==> src/rtl/wb_sram_pkg.sv <==
// Shared types and constants for the Wishbone-to-SRAM-macro bridge:
// FSM state encoding, CTRL register bit positions and CTRL address offset.
package wb_sram_pkg;

   typedef enum logic [1:0] {
      ST_IDLE  = 2'd0,
      ST_ISSUE = 2'd1,
      ST_WAIT  = 2'd2,
      ST_ACK   = 2'd3
   } state_t;

   localparam int CTRL_LOCK = 0;
   localparam int CTRL_RUN  = 1;
   localparam int CTRL_VIOL = 2;

   localparam int WAIT_CNT_W = 2;

   // CTRL sits at the first byte past the SRAM window (4 bytes per word).
   function automatic logic [31:0] ctrl_offset(input int unsigned addr_w);
      return 32'd4 << addr_w;
   endfunction

endpackage

==> src/rtl/wb_sram_bridge.sv <==
// Wishbone slave bridging to a single-port SRAM macro, plus a small CTRL
// register (write lock, core run release, sticky lock-violation flag).
module wb_sram_bridge
   import wb_sram_pkg::*;
#(
   parameter int          ADDR_W    = 9,
   parameter int          DATA_W    = 32,
   parameter logic [31:0] BASE_ADDR = 32'h3000_0000,
   parameter int          READ_LAT  = 1,
   localparam int         SEL_W     = DATA_W / 8
) (
   input  logic              wb_clk_i,
   input  logic              wb_rst_i,
   input  logic              wbs_cyc_i,
   input  logic              wbs_stb_i,
   input  logic              wbs_we_i,
   input  logic [SEL_W-1:0]  wbs_sel_i,
   input  logic [31:0]       wbs_adr_i,
   input  logic [DATA_W-1:0] wbs_dat_i,
   output logic              wbs_ack_o,
   output logic [DATA_W-1:0] wbs_dat_o,
   output logic              sram_csb,
   output logic              sram_web,
   output logic [SEL_W-1:0]  sram_wmask,
   output logic [ADDR_W-1:0] sram_addr,
   output logic [DATA_W-1:0] sram_din,
   input  logic [DATA_W-1:0] sram_dout,
   output logic              core_run_o
);

   localparam logic [WAIT_CNT_W-1:0] LAST_WAIT = WAIT_CNT_W'(READ_LAT - 1);
   localparam logic [31:0]           CTRL_ADDR = BASE_ADDR + ctrl_offset(ADDR_W);

   state_t                  state_q, state_d;
   logic [WAIT_CNT_W-1:0]   wait_cnt_q;
   logic                    ack_en_q;
   logic                    op_we_q;
   logic                    lock_q, run_q, viol_q;
   logic [DATA_W-1:0]       dat_o_q;
   logic                    csb_q, web_q;
   logic [SEL_W-1:0]        wmask_q;
   logic [ADDR_W-1:0]       addr_q;
   logic [DATA_W-1:0]       din_q;

   logic                    accept;
   logic                    sram_hit, ctrl_hit;
   logic                    locked_wr;
   logic                    viol_set, viol_clr;
   logic [DATA_W-1:0]       ctrl_rd;

   assign accept    = (state_q == ST_IDLE) && wbs_cyc_i && wbs_stb_i;
   assign sram_hit  = (wbs_adr_i[31:ADDR_W+2] == BASE_ADDR[31:ADDR_W+2]);
   assign ctrl_hit  = (wbs_adr_i == CTRL_ADDR);
   assign locked_wr = sram_hit && wbs_we_i && lock_q;
   assign viol_set  = accept && locked_wr;
   // Clearing viol is a plain write-one-to-clear, independent of byte select.
   assign viol_clr  = accept && ctrl_hit && wbs_we_i && wbs_dat_i[CTRL_VIOL];

   always_comb begin
      ctrl_rd            = '0;
      ctrl_rd[CTRL_LOCK] = lock_q;
      ctrl_rd[CTRL_RUN]  = run_q;
      ctrl_rd[CTRL_VIOL] = viol_q;
   end

   // FSM state register
   always_ff @(posedge wb_clk_i or posedge wb_rst_i) begin
      if (wb_rst_i) state_q <= ST_IDLE;
      else          state_q <= state_d;
   end

   // FSM next-state logic
   always_comb begin
      state_d = state_q;
      case (state_q)
         ST_IDLE:  if (accept) state_d = sram_hit ? ST_ISSUE : ST_ACK;
         ST_ISSUE: state_d = op_we_q ? ST_ACK : ST_WAIT;
         ST_WAIT:  if (wait_cnt_q == LAST_WAIT) state_d = ST_ACK;
         ST_ACK:   state_d = ST_IDLE;
         default:  state_d = ST_IDLE;
      endcase
   end

   // FSM outputs
   always_comb begin
      wbs_ack_o = 1'b0;
      if (state_q == ST_ACK && ack_en_q && wbs_cyc_i) wbs_ack_o = 1'b1;
   end

   always_ff @(posedge wb_clk_i or posedge wb_rst_i) begin
      if (wb_rst_i) begin
         wait_cnt_q <= '0;
         ack_en_q   <= 1'b0;
         op_we_q    <= 1'b0;
         lock_q     <= 1'b0;
         run_q      <= 1'b0;
         dat_o_q    <= '0;
         csb_q      <= 1'b1;
         web_q      <= 1'b1;
         wmask_q    <= '0;
         addr_q     <= '0;
         din_q      <= '0;
      end else begin
         if (accept) begin
            ack_en_q <= 1'b1;
            op_we_q  <= wbs_we_i;
            if (sram_hit) begin
               addr_q <= wbs_adr_i[ADDR_W+1:2];
               din_q  <= wbs_dat_i;
               if (!locked_wr) begin
                  csb_q   <= 1'b0;
                  web_q   <= ~wbs_we_i;
                  wmask_q <= wbs_we_i ? wbs_sel_i : '0;
               end
            end else if (ctrl_hit) begin
               if (wbs_we_i) begin
                  if (wbs_sel_i[0]) begin
                     lock_q <= wbs_dat_i[CTRL_LOCK];
                     run_q  <= wbs_dat_i[CTRL_RUN];
                  end
               end else begin
                  dat_o_q <= ctrl_rd;
               end
            end else if (!wbs_we_i) begin
               dat_o_q <= '0;
            end
         end else if (state_q != ST_IDLE && !wbs_cyc_i) begin
            // Master walked away: let the macro access finish, but never ack.
            ack_en_q <= 1'b0;
         end

         if (state_q == ST_ISSUE) begin
            csb_q      <= 1'b1;
            web_q      <= 1'b1;
            wmask_q    <= '0;
            wait_cnt_q <= '0;
         end

         if (state_q == ST_WAIT) begin
            if (wait_cnt_q == LAST_WAIT) begin
               if (ack_en_q && wbs_cyc_i) dat_o_q <= sram_dout;
            end else begin
               wait_cnt_q <= wait_cnt_q + 1'b1;
            end
         end
      end
   end

   // Sticky violation flag; a new violation outranks a simultaneous clear.
   always_ff @(posedge wb_clk_i or posedge wb_rst_i) begin
      if (wb_rst_i)      viol_q <= 1'b0;
      else if (viol_set) viol_q <= 1'b1;
      else if (viol_clr) viol_q <= 1'b0;
   end

   assign wbs_dat_o  = dat_o_q;
   assign sram_csb   = csb_q;
   assign sram_web   = web_q;
   assign sram_wmask = wmask_q;
   assign sram_addr  = addr_q;
   assign sram_din   = din_q;
   assign core_run_o = run_q;

endmodule

==> config.mk <==
export PLATFORM = sky130hd
export DESIGN_NAME = wb_sram_bridge
export DESIGN_NICKNAME = d
export VERILOG_FILES = /design/src/rtl/wb_sram_pkg.sv /design/src/rtl/wb_sram_bridge.sv
export SDC_FILE = /design/constraint.sdc
export NUM_CORES = 1
export LEC_CHECK = 0
export CAP_MARGIN = 20
export CORE_ASPECT_RATIO = 1.4
export CORE_UTILIZATION = 44
export DETAILED_ROUTE_END_ITERATION = 8
export GPL_TIMING_DRIVEN = 0
export PLACE_DENSITY = 0.86
export SETUP_SLACK_MARGIN = 0.2
export SYNTH_ARGS = -nofsm -noshare
export SYNTH_HDL_FRONTEND = slang
export SYNTH_SLANG_ARGS = --single-unit
export TNS_END_PERCENT = 50
==> constraint.sdc <==
create_clock -name wb_clk_i -period 5.5 [get_ports wb_clk_i]
set_clock_uncertainty 0.05 [all_clocks]
set_input_delay 1.1 -clock wb_clk_i [delete_from_list [all_inputs] [get_ports wb_clk_i]]
set_output_delay 1.1 -clock wb_clk_i [all_outputs]
set_load 0.03 [all_outputs]
### After elaboration in Yosys (flattened, before gate mapping)

Cells that the tools add are included.

* flip-flop bits (word level): 88
* input bits: 105
* output and inout port bits: 81
* logic and storage cells: 82

* $add $sub $neg: 1
* eq/ne operators: 8
* multiplexer cells: 34
* bitwise logic cells: 2
* reductions and logical operators: 24

Operators by type and width (count)
* $mux W32: 8
* $eq A32 B30 Y1 const B: 1
* $eq A21 B19 Y1 const B: 1
* $mux W4: 5
* $mux W1: 14
* $logic_and A1 B1 Y1: 12
* $mux W2: 6
* $reduce_bool A2 Y1: 5
* $pmux W2 S4: 1
* $reduce_and A5 Y1: 1
* $eq A2 B2 Y1 const B: 2
* $logic_not A2 Y1: 2
* $ne A2 B2 Y1 const B: 2
* $reduce_and A2 Y1: 2
* $reduce_and A3 Y1: 1
* $add A2 B1 Y2 const B: 1
* $eq A2 B1 Y1 const B: 1
* $ne A2 B1 Y1 const B: 1
* $not A1 Y1: 2
* $logic_not A1 Y1: 1

### Depth between registers and ports, before layout

Gate-level depths: netlist of the first run.

* depth in word-level cells: 8
* depth in mapped cells: 7
* gate-level depth less buffers: 6

### Least setup slack after synthesis of the first run

OpenSTA, ideal clock, no wires.

* path type: input-to-reg
* start: input port wbs_adr_i[12]
* end: register addr_q[0] (netlist: sram_addr[0])
* data arrival time: 2.613 ns
* data required time: 5.325 ns
* path slack: 2.712 ns
* stages: 6
* path buffers: 2
* cells stage by stage: nor4_1 > nand3_1 > or4_1 > buf_2 > buf_6 > mux2_4

* word-level cells in the longest chain between the ends: 2

Ends and longest elaborated chain
* from (decl): RTL line wb_sram_bridge.sv:18 `input logic [31:0] wbs_adr_i,`
* $eq A21 B19 Y1: RTL line wb_sram_bridge.sv:52 `assign sram_hit = (wbs_adr_i[31:ADDR_W+2] == BASE_ADDR[31:ADDR_W+2]);`
* $reduce_and A2 Y1 (no line)
* to (signal assigned): RTL line wb_sram_bridge.sv:108 `addr_q <= wbs_adr_i[ADDR_W+1:2];`
* to (decl): RTL line wb_sram_bridge.sv:42 `logic [ADDR_W-1:0] addr_q;`

Every way passes these cells.
A chain may end at the register's enable or synchronous reset.

### Worst setup path in the final report of the first run

* start: input port wbs_cyc_i
* end: output port wbs_ack_o

* word-level cells in the longest chain between the ends: 2

Ends and longest elaborated chain
* from (decl): RTL line wb_sram_bridge.sv:14 `input logic wbs_cyc_i,`
* $logic_and A1 B1 Y1: RTL line wb_sram_bridge.sv:87 `if (state_q == ST_ACK && ack_en_q && wbs_cyc_i) wbs_ack_o = 1'b1;`
* $mux W1: RTL line wb_sram_bridge.sv:87
* to (decl): RTL line wb_sram_bridge.sv:20 `output logic wbs_ack_o,`

Every way passes these cells.

==> results_dict.tcl, run 1 <==
set metrics [dict create \
    crit_required_ps 4350 \
    hold_violations 0 \
    post_synth_inst_count 271 \
    tritoncts "done" \
    syn_area_um2 3819 \
    hold_path_depth 2 \
    path_clk_slew_ps 60 \
    grtUsageTotal_pct 24.64 \
    numCtsBuffers 9 \
    grt_pass1_vias 3226 \
    worstReg2RegEnd "sram_din[11]$_DFFE_PP0P_" \
    final_nets 580 \
    cts.sinks 88 \
    die-area_um2 9061 \
    finalMaxSlewViolations 0 \
    grt_pass1_wl_mm 16.51 \
    async_flop_share_pct 100.0 \
    r2r_setup_slack_ps 3110 \
    synth_edf_count 0 \
    coreArea_um2 8295 \
    grt_max_degree 47 \
    layout_commonest_cell "clkdlybuf4s50_1" \
    start_util_pct 46.03 \
    crit_fanout 6 \
    status "finished clean" \
    diodes 0 \
    powerDensity_nw_per_um2 339.0 \
    startpoint_type "input pin" \
    syn-mean-instance-area_um2 14.09 \
    wl_mm 10.62 \
    whs_ps 432.3 \
    chipHeight_um 112.2 \
    route.detailed.drc 0 \
    rsz0062_at_grt "false" \
    cts_root_buf "clkbuf_16" \
    total_power_w 0.002066 \
    grt-ovfl-total 0 \
    rows 39 \
    worstSetupEndpointType "output pin" \
    holdBufCountCts 0 \
    relSlewSlack_pct 55.90 \
    cp.arrival_ps 2470 \
    post_cts_resize_count 0 \
    peakVddDrop_uv 261.1 \
    crit_type "input pin to output pin" \
    final_cell_mix "clkdlybuf4s50_1, dfrtp_1, mux2_4, a22o_1" \
    die_width_um 80.74 \
    dr.pass1.iters 4 \
    fmax_mhz 276.2 \
    hp-class "flip-flop to flip-flop" \
    hold_end "op_we_q$_DFFE_PP0N_" \
    cts_setup_buffers 0 \
    area_growth_pct 59.60 \
    period_share_pct 65.82 \
    drive_above_1_share_pct 14.62 \
    r2r_cells 7 \
    vias_per_cell 5.406 \
    leakage_nw 2.782 \
    synth_seq_cells 88 \
    synthesis.nets 383 \
    insertion_delay_ps 330 \
    pin_count 186 \
    ys_seq_area_share_pct 57.73 \
    min-delay-start "op_we_q$_DFFE_PP0N_" \
    htreeDepth 3 \
    ys.flop_type "dfrtp_1" \
    ant_nets 0 \
    dr_total_vias 3103 \
    drt_iter0_drc 137 \
    dp_hpwl_mm 8.009 \
    synthDistinctLibCells 39 \
    cap_violations 0 \
    ys_warn_count 0 \
    place_congestion 0.7665 \
    antenna_found_initial 0 \
    clockBufferDepth 2 \
    wl_per_cell_um 18.50 \
    post-route-min-period_ps 3620 \
    worst_pin_slew_ps 655.5 \
    timing.rr.start "state_q[0]$_DFFE_PP0P_" \
    io_buffers 185 \
    setup_viol_count_final 0 \
    finalSetupTns_ps 0 \
]
[metal layers]
metal / part of all wire (%) / track usage, %
met5: 0 / 0
met4: 2.3 / 9.167
met3: 6.3 / 6.098
met2: 53 / 43.45
met1: 39 / 28.25
[power breakdown]
| part | internal (W) | total (W) | switching, W | leakage, nW |
|---|---|---|---|---|
| clock | 0.000326 | 0.000556 | 0.000230 | 0.134 |
| sequential | 0.000753 | 0.000817 | 0.0000640 | 1.20 |
| combinational | 0.000324 | 0.000693 | 0.000369 | 1.45 |
| total | 0.00140 | 0.00207 | 0.000663 | 2.78 |
[synthesized netlist by cell type (2+ instances only)]
library cell	instances	share of area [%]
ha_1	7	2.3
buf_6	4	1.2
nand2_1	12	1.2
mux2i_1	2	0.52
inv_1	8	0.79
dfrtp_1	86	56
mux2_4	39	15
and2_1	2	0.33
dfstp_2	2	1.4
nor3_1	2	0.26
a31oi_1	4	0.66
nand3b_1	4	0.79
nand4b_1	2	0.46
o21ai_0	8	1.0
nand4_1	3	0.49
and3_1	2	0.33
a22o_1	30	6.9
o2bb2ai_1	2	0.46
or3_1	5	0.82
nand3_1	5	0.66
nor4_1	6	0.98
clkbuf_1	11	1.1
o31ai_1	6	1.2
mux2_2	4	1.2
[cells by family after synthesis]
group,Yosys count,synth area share [%]
flops,88,57.73
simple gates,51,8.290
mux,45,17.04
buf+inv,24,3.178
fa+ha+maj,7,2.293
compound gates,56,11.47
[through the flow]
| step | std cells | cell area (µm²) | util, % | setup WS [ps] |
|---|---|---|---|---|
| 6_report | 574 | 6095 | 73.47 | 1880 |
| 3_5_place_dp | 559 | 5821 | 70.17 | 1879 |
| 5_1_grt | 574 | 6095 | 73.47 | 1829 |
| 3_3_place_gp | 558 | 5798 | 69.89 | 823.3 |
| 4_1_cts | 574 | 6095 | 73.47 | 1870 |
| 2_1_floorplan | 271 | 3819 | - | 2075 |
[area by class of cell]
cell class              count  area [µm²]
well taps                 102       127.6
flip-flops and latches     88        2205
clock inverters             3       17.52
inverters                   8       32.53
clock buffers              12       256.5
fillers                   562        2201
multi-input cells         159        1493
plain buffers              16       91.34
repair buffers            186        1872
[sequential cells by signal, indices dropped and copies added, names as in the netlist]
name	flops
ack_en_q	1
state_q	2
sram_din	32
wbs_dat_o	32
core_run_o	1
sram_web	1
viol_q	1
sram_csb	1
sram_addr	9
sram_wmask	4
wait_cnt_q	2
lock_q	1
op_we_q	1
[how the worst max path moves through the flow]
| stage | slack, ps | startpoint | to |
|---|---|---|---|
| floorplan | 2070 | wb_rst_i | ack_en_q$_DFFE_PP0P_ |
| global placement | 820 | wb_rst_i | wbs_dat_o[5]$_DFF_PP0_ |
| detailed placement | 1880 | wbs_cyc_i | wbs_ack_o |
| CTS | 1870 | wbs_cyc_i | wbs_ack_o |
| global route | 1830 | wbs_cyc_i | wbs_ack_o |
| finish | 1880 | wbs_cyc_i | wbs_ack_o |
[critical path, cell delays in order]
cell and delay, ps:
clkdlybuf4s50_1 540, and3_1 170, clkdlybuf4s50_1 660
Power figures use the tool's default switching activity.
==> inputs of run 2 (changes only) <==
CORE_UTILIZATION = 41   (was 44)
PLACE_DENSITY = 0.81   (was 0.86)
clock period = 3.7 ns   (was 5.5 ns; I/O delays follow)
==> run 2 against run 1 <==
Against the previous run: sequential share of layout area fell by 0.37 points; global-route usage is 3.0 points lower; total power increased by 56%; largest cell class unchanged; first-iteration DRC count fell by 19%; core utilization down 5.3 points; clock-buffer cell count decreased by 1.
==> results_dict.tcl, run 2 (same netlist as run 1, synthesis figures left out) <==
set metrics [dict create \
    startpoint_type "input pin" \
    whs_ps 447.2 \
    busiest_layer "met2" \
    hold_violations 0 \
    io_buffers 185 \
    post_cts_resize_count 0 \
    layout.area.seq_um2 2205 \
    cts_setup_buffers 0 \
    pin_count 186 \
    area_growth_pct 61.24 \
    grt-ovfl-total 0 \
    worstSetupEndpointType "output pin" \
    path_clk_slew_ps 60 \
    coreArea_um2 9029 \
    ant_nets 0 \
    grt_util_met3_pct 2.827 \
    final_cell_mix "clkdlybuf4s50_1, dfrtp_1, mux2_4, a22o_1" \
    holdBufCountCts 0 \
    grtUsageTotal_pct 21.60 \
    route.detailed.drc 0 \
    multiInputGateArea_um2 1493 \
    dp_hpwl_mm 8.001 \
    fin_area_um2 6157 \
    wl_per_cell_um 18.18 \
    start_util_pct 42.29 \
    cts_root_buf "clkbuf_16" \
    dr_total_vias 3065 \
    power.switching_w 0.001019 \
    crit_fanout 6 \
    post-route-min-period_ps 2947 \
    cp.arrival_ps 2160 \
    placed_cell_area_um2 5834 \
    die_width_um 83.57 \
    use_met1_pct 24.82 \
    insertion_delay_ps 340 \
    place_congestion 0.7587 \
    period_share_pct 79.65 \
    diodes 0 \
    drive_above_1_share_pct 14.80 \
    dr.pass1.iters 4 \
    hp-class "flip-flop to flip-flop" \
    final_util_pct 68.20 \
    cts.sinks 88 \
    grt_pass1_wl_mm 16.28 \
    worst_pin_slew_ps 517.5 \
    leakage_nw 2.802 \
    final_nets 580 \
    cap_violations 0 \
    rows 41 \
    intPower_w 0.002210 \
    finalMaxSlewViolations 0 \
    p_clk_share_pct 30.4 \
    power_switching_share_pct 31.55 \
    drt_iter0_drc 111 \
    antenna_found_initial 0 \
    die-area_um2 9709 \
    clockBufferDepth 2 \
    crit_type "input pin to output pin" \
    htreeDepth 3 \
    crit_required_ps 2910 \
    vias_per_cell 5.284 \
    layout_commonest_cell "clkdlybuf4s50_1" \
    fmax_mhz 339.3 \
    grt_pass1_vias 3171 \
    grt_max_degree 56 \
    rsz0062_at_grt "false" \
    power_frac_comb_pct 32.0 \
    setup_viol_count_final 0 \
    powerDensity_nw_per_um2 524.4 \
    status "finished clean" \
    wl_mm 10.55 \
    peakVddDrop_uv 357.0 \
    tritoncts "done" \
    use_met2_pct 39.08 \
    nFillCells 667 \
    relSlewSlack_pct 65.18 \
    numCtsBuffers 9 \
    power_frac_seq_pct 37.6 \
    chipHeight_um 116.2 \
]
run 2: cell types whose count changed in the layout (fill, tap and decap cells not counted):
cell / delta
buf_12: -1
bufinv_16: +2
clkinvlp_4: +1
clkbuf_8: -1
buf_16: +1
clkinv_2: -1
run 2: worst max-delay path, stage by stage:
cell and delay (ps):
clkdlybuf4s50_1 550, and3_1 180, clkdlybuf4s50_1 690
run 2: path summary, 6_finish.rpt:
path	cells past startpoint	slack, ps	to	start
max	3	750	wbs_ack_o	wbs_cyc_i
min	2	450	sram_csb$_DFFE_PP1P_	sram_csb$_DFFE_PP1P_
max reg2reg	7	1340	sram_addr[6]$_DFFE_PP0P_	state_q[0]$_DFFE_PP0P_
min reg2reg	2	450	sram_csb$_DFFE_PP1P_	sram_csb$_DFFE_PP1P_
max in group asynchronous	3	2220	sram_web$_DFFE_PP1P_	wb_rst_i
min in group asynchronous	2	720	wbs_dat_o[17]$_DFF_PP0_	wb_rst_i
run 2: layout make-up:
class,count,share of cell area [%]
buffer,16,1.483
inverter,8,0.5283
timing repair buffer,186,30.52
clock inverter,5,1.301
sequential,88,35.81
tap,107,2.174
multi-input combinational,159,24.24
clock buffer,11,3.942
run 2: routing by layer:
metal  vias to the layer above  part of all wire, %
li1                       1399                    -
met1                      1543                   39
met2                       103                   54
met3                        20                  3.8
met4                         0                  3.2
met5                         -                    0
run 2: power by group through the flow:
stage               Sequential, W  Clock (W)  Combinational (W)
finish                    0.00121   0.000980            0.00103
global route              0.00123    0.00104            0.00109
CTS                       0.00121   0.000998            0.00104
detailed placement        0.00123          0            0.00103
global placement          0.00122          0            0.00100
floorplan                 0.00148          0           0.000280
run 2: stage by stage:
| step | setup slack [ps] | TNS, ps | std cells | power (W) |
|---|---|---|---|---|
| 2_1_floorplan | 634.8 | 0 | 271 | 0.001763 |
| 3_3_place_gp | -693.5 | -59270 | 563 | 0.002221 |
| 3_5_place_dp | 416.5 | 0 | 564 | 0.002261 |
| 4_1_cts | 741.9 | 0 | 580 | 0.003250 |
| 5_1_grt | 535.5 | 0 | 580 | 0.003357 |
| 6_report | 753.1 | 0 | 580 | 0.003229 |
==> inputs of run 3 (changes only) <==
CORE_UTILIZATION = 37   (was 41)
PLACE_DENSITY = 0.77   (was 0.81)
clock period = 2.53 ns   (was 3.7 ns; I/O delays follow)
==> run 3 against run 2 <==
Against the previous run: global-route usage down 1.1 points; clock-buffer cell count did not move; hold slack worse by 60 ps; cell area grew 5.2%; sequential power rose by 46%; largest cell class unchanged.
==> results_dict.tcl, run 3 (same netlist as run 1, synthesis figures left out) <==
set metrics [dict create \
    status "finished clean" \
    cap_violations 0 \
    numCtsBuffers 9 \
    grt_pass1_wl_mm 16.33 \
    peakVddDrop_uv 344.1 \
    grt-ovfl-total 0 \
    wl_mm 10.82 \
    worstReg2RegEnd "sram_din[23]$_DFFE_PP0P_" \
    place_congestion 0.8226 \
    insertion_delay_ps 330 \
    area_growth_pct 69.69 \
    hp-class "input pin to async pin" \
    power_frac_seq_pct 36.2 \
    grt_max_degree 44 \
    post-route-min-period_ps 2312 \
    crit_type "input pin to flip-flop" \
    cts.sinks 88 \
    worstSetupEndpointType "flip-flop" \
    worst_pin_slew_ps 583.3 \
    dp.cells 593 \
    crit_required_ps 2690 \
    final_cell_mix "clkdlybuf4s50_1, dfrtp_1, mux2_4, a22o_1, nand2_1" \
    dr_total_vias 3124 \
    period_share_pct 91.37 \
    rows 43 \
    timing.rr.start "state_q[0]$_DFFE_PP0P_" \
    io_buffers 185 \
    crit_end "sram_din[23]$_DFFE_PP0P_" \
    clockBufferDepth 2 \
    r2r_setup_slack_ps 320 \
    diodes 0 \
    finalSetupTns_ps 0 \
    drt_iter0_drc 123 \
    chipHeight_um 122.2 \
    powerDensity_nw_per_um2 756.5 \
    p_clk_share_pct 32.7 \
    relSlewSlack_pct 60.75 \
    pin_count 186 \
    route.detailed.drc 0 \
    layout_commonest_cell "clkdlybuf4s50_1" \
    power_switching_share_pct 30.23 \
    cp.arrival_ps 2480 \
    drive_above_1_share_pct 19.79 \
    start_util_pct 38.37 \
    finalMaxSlewViolations 0 \
    stdcell_count 620 \
    dr.pass1.iters 4 \
    grtUsageTotal_pct 20.51 \
    die-area_um2 10740 \
    dp_hpwl_mm 8.028 \
    fmax_mhz 432.6 \
    holdBufCountCts 0 \
    wl_per_cell_um 17.45 \
    rsz0062_at_grt "true" \
    cp-startpoint "wbs_adr_i[31]" \
    cts_root_buf "clkbuf_16" \
    nFillCells 767 \
    crit_fanout 10 \
    leakage_nw 3.003 \
    antenna_found_initial 0 \
    setup_viol_count_final 0 \
    vias_per_cell 5.039 \
    die_width_um 87.86 \
    coreArea_um2 9953 \
    power.switching_w 0.001482 \
    hold_violations 0 \
    path_clk_slew_ps 60 \
    grt_pass1_vias 3283 \
    ant_nets 0 \
    htreeDepth 3 \
    r2r_cells 7 \
    intPower_w 0.003420 \
    power_frac_comb_pct 31.1 \
    startpoint_type "input pin" \
    tritoncts "done" \
    final_nets 592 \
]
run 3: worst min-delay path by stage:
stage          cells past startpoint                       to                   start
2_1_floorplan                      2      op_we_q$_DFFE_PP0N_     op_we_q$_DFFE_PP0N_
3_3_place_gp                       2     sram_csb$_DFFE_PP1P_    sram_csb$_DFFE_PP1P_
5_1_grt                            2  wbs_dat_o[31]$_DFF_PP0_                wb_rst_i
6_report                           2   wbs_dat_o[5]$_DFF_PP0_                wb_rst_i
4_1_cts                            2   wbs_dat_o[5]$_DFF_PP0_                wb_rst_i
3_5_place_dp                       1   wbs_dat_o[8]$_DFF_PP0_  wbs_dat_o[8]$_DFF_PP0_
run 3: worst max-delay path, stage by stage:
cell and delay (ps):
clkdlybuf4s50_1 400, and4bb_4 370, nand2_2 70, or4_4 510, buf_12 170, buf_8 150
mux2_4 290
run 3: area by class of cell:
| type | instances | area [µm²] | share of cell area (%) |
|---|---|---|---|
| flip-flops and latches | 88 | 2205 | 34.02 |
| repair buffers | 198 | 2009 | 31.01 |
| multi-input cells | 159 | 1558 | 24.04 |
| clock buffers | 11 | 232.7 | 3.591 |
| well taps | 135 | 168.9 | 2.607 |
| plain buffers | 16 | 143.9 | 2.221 |
| clock inverters | 5 | 128.9 | 1.989 |
| inverters | 8 | 33.78 | 0.5213 |
run 3: through the flow:
step | utilization (%) | worst slack (ps) | power, W | hold WS (ps) | cell area (µm²)
after floorplan | - | 335.8 | 0.002579 | 391.7 | 3822
after global placement | 58.71 | -299.1 | 0.003256 | 419.3 | 5843
after detailed placement | 59.11 | -312.5 | 0.003305 | 430.3 | 5883
after CTS | 63.96 | 132.5 | 0.004933 | 373.0 | 6366
after global routing | 65.10 | 126.4 | 0.005114 | 382.1 | 6480
final | 65.10 | 218.4 | 0.004902 | 387.4 | 6480
run 3: metal layers:
metal	vias to the layer above	global-route usage, %	wire [µm]
li1	1429	-	-
met1	1552	22.90	4179
met2	122	36.58	5852
met3	21	4.268	491
met4	0	9.631	295
met5	-	0	0
run 3: repair_timing:
action | 4_1_cts | 5_1_grt
pin swaps | 6 | 8
buffers inserted | 6 | 4
resized for setup | 14 | 33
cloned | 1 | 0
endpoints found under the setup margin | 64 | 80
run 3: power groups by stage:
stage | combinational (W) | clock, W | sequential (W)
floorplan | 0.000409 | 0 | 0.00217
global placement | 0.00148 | 0 | 0.00178
detailed placement | 0.00151 | 0 | 0.00179
CTS | 0.00152 | 0.00164 | 0.00177
global route | 0.00162 | 0.00169 | 0.00180
finish | 0.00152 | 0.00160 | 0.00177
